## src/rtl/led_pkg.sv

```systemverilog
// Shared types and constants for the LED pattern sequencer.
package led_pkg;

    localparam int LED_RATE_W = 3;
    localparam int LED_DUR_W  = 16;
    localparam int RATE_OFF   = 0;

    typedef struct packed {
        logic [LED_RATE_W-1:0] rate;
        logic [LED_DUR_W-1:0]  dur;
    } led_step_t;

    typedef enum logic {
        IDLE = 1'b0,
        RUN  = 1'b1
    } seq_state_e;

endpackage

```

## src/rtl/led_seq_table.sv

```systemverilog
// Step table register file: one write port, one combinational read port.
// A same-cycle write is visible only after the edge, so reads return pre-write data.
module led_seq_table
    import led_pkg::*;
#(
    parameter int  DEPTH  = 8,
    parameter type STEP_T = led_step_t
)(
    input  logic                     clk,
    input  logic                     rst_n,
    input  logic                     wr_en,
    input  logic [$clog2(DEPTH)-1:0] wr_addr,
    input  STEP_T                    wr_data,
    input  logic [$clog2(DEPTH)-1:0] rd_addr,
    output STEP_T                    rd_data
);

    STEP_T r_mem [DEPTH];

    always_ff @(posedge clk or negedge rst_n) begin
        if (!rst_n) begin
            for (int i = 0; i < DEPTH; i++) begin
                r_mem[i] <= '0;
            end
        end else if (wr_en) begin
            r_mem[wr_addr] <= wr_data;
        end
    end

    assign rd_data = r_mem[rd_addr];

endmodule

```

## src/rtl/led_pattern_seq.sv

```systemverilog
// Plays a programmable table of (rate, duration) steps onto ledmod's rate select,
// once or looped, with start/stop/busy/done sequencing.
module led_pattern_seq
    import led_pkg::*;
#(
    parameter int DEPTH  = 8,
    parameter int DUR_W  = 16,
    parameter int RATE_W = 3
)(
    input  logic                     clk,
    input  logic                     rst_n,
    input  logic                     wr_en,
    input  logic [$clog2(DEPTH)-1:0] wr_addr,
    input  logic [RATE_W-1:0]        wr_rate,
    input  logic [DUR_W-1:0]         wr_dur,
    input  logic [$clog2(DEPTH):0]   len,
    input  logic                     loop_en,
    input  logic                     start,
    input  logic                     stop,
    output logic [RATE_W-1:0]        rate_sel,
    output logic                     busy,
    output logic                     done,
    output logic [$clog2(DEPTH)-1:0] step_idx
);

    localparam int IW = $clog2(DEPTH);
    localparam int LW = IW + 1;

    typedef struct packed {
        logic [RATE_W-1:0] rate;
        logic [DUR_W-1:0]  dur;
    } step_t;

    seq_state_e        r_state, w_state_nxt;
    logic [RATE_W-1:0] r_rate, w_rate_nxt;
    logic [DUR_W-1:0]  r_cnt, w_cnt_nxt, w_load_cnt;
    logic [IW-1:0]     r_idx, w_idx_nxt, w_idx_inc, w_rd_addr;
    logic [LW-1:0]     r_len, w_len_nxt;
    logic              r_loop, w_loop_nxt;
    logic              r_done, w_done_nxt;
    logic              w_len_ok, w_last, w_step_end;
    step_t             w_wr_step, w_rd_step;

    assign w_wr_step = '{rate: wr_rate, dur: wr_dur};

    led_seq_table #(
        .DEPTH  (DEPTH),
        .STEP_T (step_t)
    ) u_table (
        .clk     (clk),
        .rst_n   (rst_n),
        .wr_en   (wr_en),
        .wr_addr (wr_addr),
        .wr_data (w_wr_step),
        .rd_addr (w_rd_addr),
        .rd_data (w_rd_step)
    );

    assign w_len_ok   = (len != '0) && (len <= LW'(DEPTH));
    assign w_last     = ({1'b0, r_idx} == (r_len - LW'(1)));
    assign w_step_end = (r_cnt == DUR_W'(1));
    assign w_idx_inc  = r_idx + IW'(1);
    // The read port always points at whichever entry the next step boundary would load.
    assign w_rd_addr  = ((r_state == RUN) && !w_last) ? w_idx_inc : '0;
    assign w_load_cnt = (w_rd_step.dur == '0) ? DUR_W'(1) : w_rd_step.dur;

    always_ff @(posedge clk or negedge rst_n) begin
        if (!rst_n) begin
            r_state <= IDLE;
            r_rate  <= RATE_W'(RATE_OFF);
            r_cnt   <= '0;
            r_idx   <= '0;
            r_len   <= '0;
            r_loop  <= 1'b0;
            r_done  <= 1'b0;
        end else begin
            r_state <= w_state_nxt;
            r_rate  <= w_rate_nxt;
            r_cnt   <= w_cnt_nxt;
            r_idx   <= w_idx_nxt;
            r_len   <= w_len_nxt;
            r_loop  <= w_loop_nxt;
            r_done  <= w_done_nxt;
        end
    end

    always_comb begin
        w_state_nxt = r_state;
        w_rate_nxt  = r_rate;
        w_cnt_nxt   = r_cnt;
        w_idx_nxt   = r_idx;
        w_len_nxt   = r_len;
        w_loop_nxt  = r_loop;
        w_done_nxt  = 1'b0;

        unique case (r_state)
            IDLE: begin
                if (start && !stop && w_len_ok) begin
                    w_state_nxt = RUN;
                    w_len_nxt   = len;
                    w_loop_nxt  = loop_en;
                    w_rate_nxt  = w_rd_step.rate;
                    w_cnt_nxt   = w_load_cnt;
                    w_idx_nxt   = '0;
                end
            end
            RUN: begin
                if (stop) begin
                    w_state_nxt = IDLE;
                    w_rate_nxt  = RATE_W'(RATE_OFF);
                    w_cnt_nxt   = '0;
                    w_idx_nxt   = '0;
                end else if (w_step_end) begin
                    if (w_last && !r_loop) begin
                        w_state_nxt = IDLE;
                        w_rate_nxt  = RATE_W'(RATE_OFF);
                        w_cnt_nxt   = '0;
                        w_idx_nxt   = '0;
                        w_done_nxt  = 1'b1;
                    end else begin
                        w_rate_nxt = w_rd_step.rate;
                        w_cnt_nxt  = w_load_cnt;
                        w_idx_nxt  = w_rd_addr;
                    end
                end else begin
                    w_cnt_nxt = r_cnt - DUR_W'(1);
                end
            end
            default: begin
                w_state_nxt = IDLE;
            end
        endcase
    end

    assign rate_sel = r_rate;
    assign busy     = (r_state == RUN);
    assign done     = r_done;
    assign step_idx = r_idx;

endmodule

```

## config.mk

```make
export PLATFORM = sky130hd
export DESIGN_NAME = led_pattern_seq
export DESIGN_NICKNAME = d
export VERILOG_FILES = /design/src/rtl/led_pkg.sv /design/src/rtl/led_seq_table.sv /design/src/rtl/led_pattern_seq.sv
export SDC_FILE = /design/constraint.sdc
export NUM_CORES = 1
export LEC_CHECK = 0
export ABC_CLOCK_PERIOD_IN_PS = 3850
export CAP_MARGIN = 40
export CORE_UTILIZATION = 55
export CTS_BUF_LIST = sky130_fd_sc_hd__clkbuf_4
export DETAILED_ROUTE_END_ITERATION = 16
export PLACE_DENSITY_LB_ADDON = 0.12
export SYNTH_ARGS = -nofsm -noshare
export SYNTH_HDL_FRONTEND = slang
export SYNTH_HIERARCHICAL = 1
export SYNTH_SLANG_ARGS = --single-unit
```

## constraint.sdc

```tcl
create_clock -name clk -period 3.85 [get_ports clk]
set_input_delay 1.155 -clock clk [delete_from_list [all_inputs] [get_ports clk]]
set_output_delay 1.155 -clock clk [all_outputs]
set_load 0.005 [all_outputs]
```

After elaboration in Yosys (flattened, before gate mapping)
Cells that the tools add are included.

Register bits: 181. Output and inout port bits: 8. Word-level logic and storage cells: 82.

$add $sub $neg: 3. $lt $le $gt $ge: 4. Eq/ne operators: 4. Muxes and demuxes: 32. Bitwise gates (word level): 3. Reduce and logical (&&, ||, !) cells: 13.

Operators with widths (count): 152-bit bitwise mux (1); 16-bit two-way mux (5); 19-bit binary-select mux with 3-bit select (1); 19-bit demux with 3-bit select (1); 19-bit two-way mux (3); 16-bit case mux with 2 select lines (1); 3-bit two-way mux (9); 16-bit by 1-bit equality test with 1-bit output, second input constant (1); 16-bit logical NOT (1); 16-bit by 1-bit subtractor with 16-bit output, second input constant (1); 3-bit case mux with 2 select lines (2); 4-bit >= comparator, second input constant (2); 1-bit two-way mux (8); 3-bit NOT with 4-bit output (2); 1-bit logical AND (6); 3-bit by 4-bit equality test with 1-bit output (1); 4-bit less-or-equal comparator, second input constant (1); 4-bit by 1-bit < comparator with 1-bit output, second input constant (1); 2-bit AND reduction (2); 4-bit nonzero test (1); 4-bit by 1-bit subtractor with 4-bit output, second input constant (1); 3-bit by 1-bit adder with 3-bit output, second input constant (1); 1-bit logical NOT (3); 3-bit by 2-bit != test with 1-bit output, second input constant (1); other kinds (3) (3).

Longest topological paths before layout
Depth in word-level cells: 15. Gate-level depth with buffers: 15. Depth with buffers taken out: 13.

By module
Netlist, hierarchy kept.

By module, submodules not included: led_seq_table (instances 1, cells each 394, area each 7103.1 µm², seq. area each 3803.6 µm²); led_pattern_seq (instances 1, cells each 229, area each 2001.9 µm², seq. area each 725.7 µm²).

Least setup slack after synthesis
Ideal clock, no wire load.

Kind: flip-flop to flip-flop. Start: reg r_len[0]. End: reg r_cnt[0]. Library setup time: 0.067 ns. Arrival: 3.071 ns. Required time: 3.783 ns. Slack: 0.713 ns. Stages on the path, launching flop included: 15. Period minus slack after synthesis: 3.137 ns. Cells stage by stage: dfrtp_1 inv_1 ha_1 xor2_1 o211a_1 nand2_1 nand2_1 nor2_1 buf_2 mux4_2 mux2_4 nor4_1 a41oi_1 nor2_1 a221o_1.

RTL lines: start, declared (RTL line led_pattern_seq.sv:38) `logic [LW-1:0] r_len, w_len_nxt;`; start signal, assigned (RTL line led_pattern_seq.sv:81) `r_len <= w_len_nxt;`; end signal, assigned (RTL line led_pattern_seq.sv:79) `r_cnt <= w_cnt_nxt;`; end, declared (RTL line led_pattern_seq.sv:36) `logic [DUR_W-1:0] r_cnt, w_cnt_nxt, w_load_cnt;`.

==> results.yml <==
clock_tree:
  cts_tree: "yes"
  cts_htree_levels: 4
  cts_resized: 0
  clock_sinks: 181
  clock_latency_ns: 0.57
  root_buffer: "clkbuf_4"
  post_cts_buffers: 0
  hold_buffers: 0
  numCtsBuffers: 17
  clk_pin_slew_ns: 0.15
  clockBufferDepth: 2
pwr:
  irDropWorstVdd_uv: 273
  internal-power_uw: 3580
  pwr-share-seq: 0.503
  comb_power_share: 0.287
  power.share.clock: 0.209
  netSwitchingPower_uw: 1630
  switching_share: 0.313
  p_per_area_nw_per_um2: 520
  p_leak_uw: 0.00422
timing:
  worst_slack_ns: 0.294
  period_needed_ns: 3.56
  setup_violations: 0
  final-hold-violation-count: 0
  finalSetupTns_ns: 0
  slew_viol_final: 0
  finalCritPeriodShare: 0.924
  fmax_mhz: 281
  tightest_slew_ns: 0.727
  rsz0062_at_grt: "no"
  maxSlewHeadroom: 0.516
  fin_skew_ns: 0.0227
worst_setup_path:
  crit_type: "flop to flop"
  r2r_cells: 14
  crit_fanout: 30
  crit_arrival_ns: 4.07
  worstSetupEndpoint: "r_cnt[0]"
  startpoint: "r_len[0]"
  start_kind: "flop"
  required_ns: 4.36
  crit_path_end_kind: "flop"
  r2r-start: "r_len[0]"
  rr_endpoint: "r_cnt[0]"
  ff2ff_setup_slack_ns: 0.29
floorplan:
  start_util: 0.569
  coreArea_um2: 16000
  die_y_um: 131
  ios: 40
  fp.dieW_um: 131
  dieArea_um2: 17100
  rows: 46
detailed_routing:
  routedWlPerCell_um: 22.5
  drc_errors: 0
  vias_per_cell: 6.25
  antenna_left: 0
  first_iter_violations: 335
  first_pass_iters: 6
  vias: 5624
  wirelength_um: 20300
placement:
  gp_congestion: 0.933
  dp_cells: 867
  pre_cts_ws_ns: 0.307
  portBuffers: 39
  dp_hpwl_um: 13000
global_routing:
  grt_pass1_vias: 5781
  grt_usage: 0.259
  grt.overflow.total: 0
  antenna_found_initial: 1
  grt_max_degree: 74
  grt_pass1_wl_um: 32500
layout:
  syn_to_final_growth_pct: 10.2
  fin_util: 0.627
  layout-drive-gt1-share: 0.283
  final_common_cell: "dfrtp_1"
  fin_nets: 706
  layoutNonFillerInstCount: 900
  final_cell_mix: "dfrtp_1 (181), mux2_1 (77), mux2_2 (49)"
synth:
  synth-edff-count: 0
  synth.avg_cell_area_um2: 14.6
  ys_types: 65
  yosysWarnings: 6
  ys_ff_latch: 181
  netlist_instances: 623
  ys.flop_type: "dfrtp_1"
  synth-async-reset-ratio: 1.00
  synth_fp_nets: 659
  yosysSeqAreaShare: 0.497
  netlist_area_um2: 9100
run_status:
  outcome: "completed"
worst_hold_path:
  hp-class: "flop to flop"
run:
  cap_violations: 0
## power groups by stage
| stage | Clock, uW | Sequential [uW] | Combinational, uW |
|---|---|---|---|
| floorplan | 0 | 2560 | 1140 |
| global placement | 0 | 2630 | 1450 |
| detailed placement | 0 | 2660 | 1500 |
| CTS | 1120 | 2620 | 1500 |
| global route | 1200 | 2680 | 1640 |
| finish | 1090 | 2630 | 1500 |
## critical path, cell delays in order, from the launching register on
cell and delay [ns]:
dfrtp_1 0.42, inv_1 0.07, ha_1 0.21, xnor2_1 0.15
o211a_1 0.29, nand2_1 0.12, nand2_1 0.11, nor2_4 0.13
buf_12 0.26, mux4_1 0.59, mux2_4 0.32, nor4_1 0.37
a41oi_1 0.17, nor2_1 0.13, a221o_1 0.14
## synthesized netlist by cell type (5+ instances only)
cell	instances	share of area
a211oi_1	5	0.0041
a31oi_1	8	0.0055
buf_2	14	0.0077
buf_6	8	0.0099
clkbuf_1	7	0.0029
dfrtp_1	181	0.50
inv_1	9	0.0037
mux2_1	77	0.095
mux2_2	49	0.061
mux2_4	48	0.079
mux4_1	8	0.023
mux4_2	30	0.074
nand2_1	15	0.0062
nand3_1	6	0.0033
nor2_1	17	0.0070
nor3_1	12	0.0066
nor4_1	7	0.0048
o21ai_0	16	0.0088
o22ai_1	8	0.0055
o31ai_1	5	0.0041
xor2_1	5	0.0048
## metal layers
metal  share of wire  global-route usage
met1            0.47               0.374
met2            0.47               0.394
met3           0.039              0.0472
met4           0.023              0.0953
met5               0                   0
## worst min path at each step
stage                            start                  to  slack (ns)  depth (start not counted)
floorplan           u_table/r_mem[115]  u_table/r_mem[115]        0.45                          1
global route         u_table/r_mem[46]   u_table/r_mem[46]        0.51                          1
CTS                 u_table/r_mem[119]  u_table/r_mem[119]        0.50                          1
finish                     rate_sel[2]         rate_sel[2]        0.50                          2
detailed placement  u_table/r_mem[119]  u_table/r_mem[119]        0.47                          1
global placement     u_table/r_mem[61]   u_table/r_mem[61]        0.46                          1
## cell type report
type | instances | area, um^2
tap | 216 | 270
timing repair buffer | 63 | 609
clock buffer | 19 | 143
clock inverter | 13 | 148
antenna | 1 | 2.50
multi-input combinational | 397 | 4300
fill | 1244 | 5960
inverter | 10 | 37.5
sequential | 181 | 4530
## per-stage QoR
| stage | total power (uW) | area, um^2 | hold WS (ns) |
|---|---|---|---|
| floorplan | 3710 | 9100 | 0.449 |
| global placement | 4080 | 9740 | 0.458 |
| detailed placement | 4150 | 9740 | 0.468 |
| CTS | 5240 | 10000 | 0.503 |
| global route | 5520 | 10000 | 0.515 |
| finish | 5220 | 10000 | 0.498 |
## flip-flops by register name (all words and copies together) (netlist names)
name,cells
r_cnt,16
done,1
busy,1
rate_sel,3
r_len,4
step_idx,3
r_loop,1
u_table/r_mem,152
## cell families (layout without fill, tap and decap cells)
kind of cell	Yosys count	count (layout)	synth area share
adder cells (fa/ha/maj)	4	4	0.00550
AO/OA/AOI/OAI	77	77	0.0613
multiplexers	214	214	0.334
AND/OR/NAND/NOR	93	93	0.0603
buffers and inverters	45	105	0.0323
other	0	1	0
flip-flops	181	181	0.497
XOR/XNOR	9	9	0.00866
(Power assumes the default switching activity.)
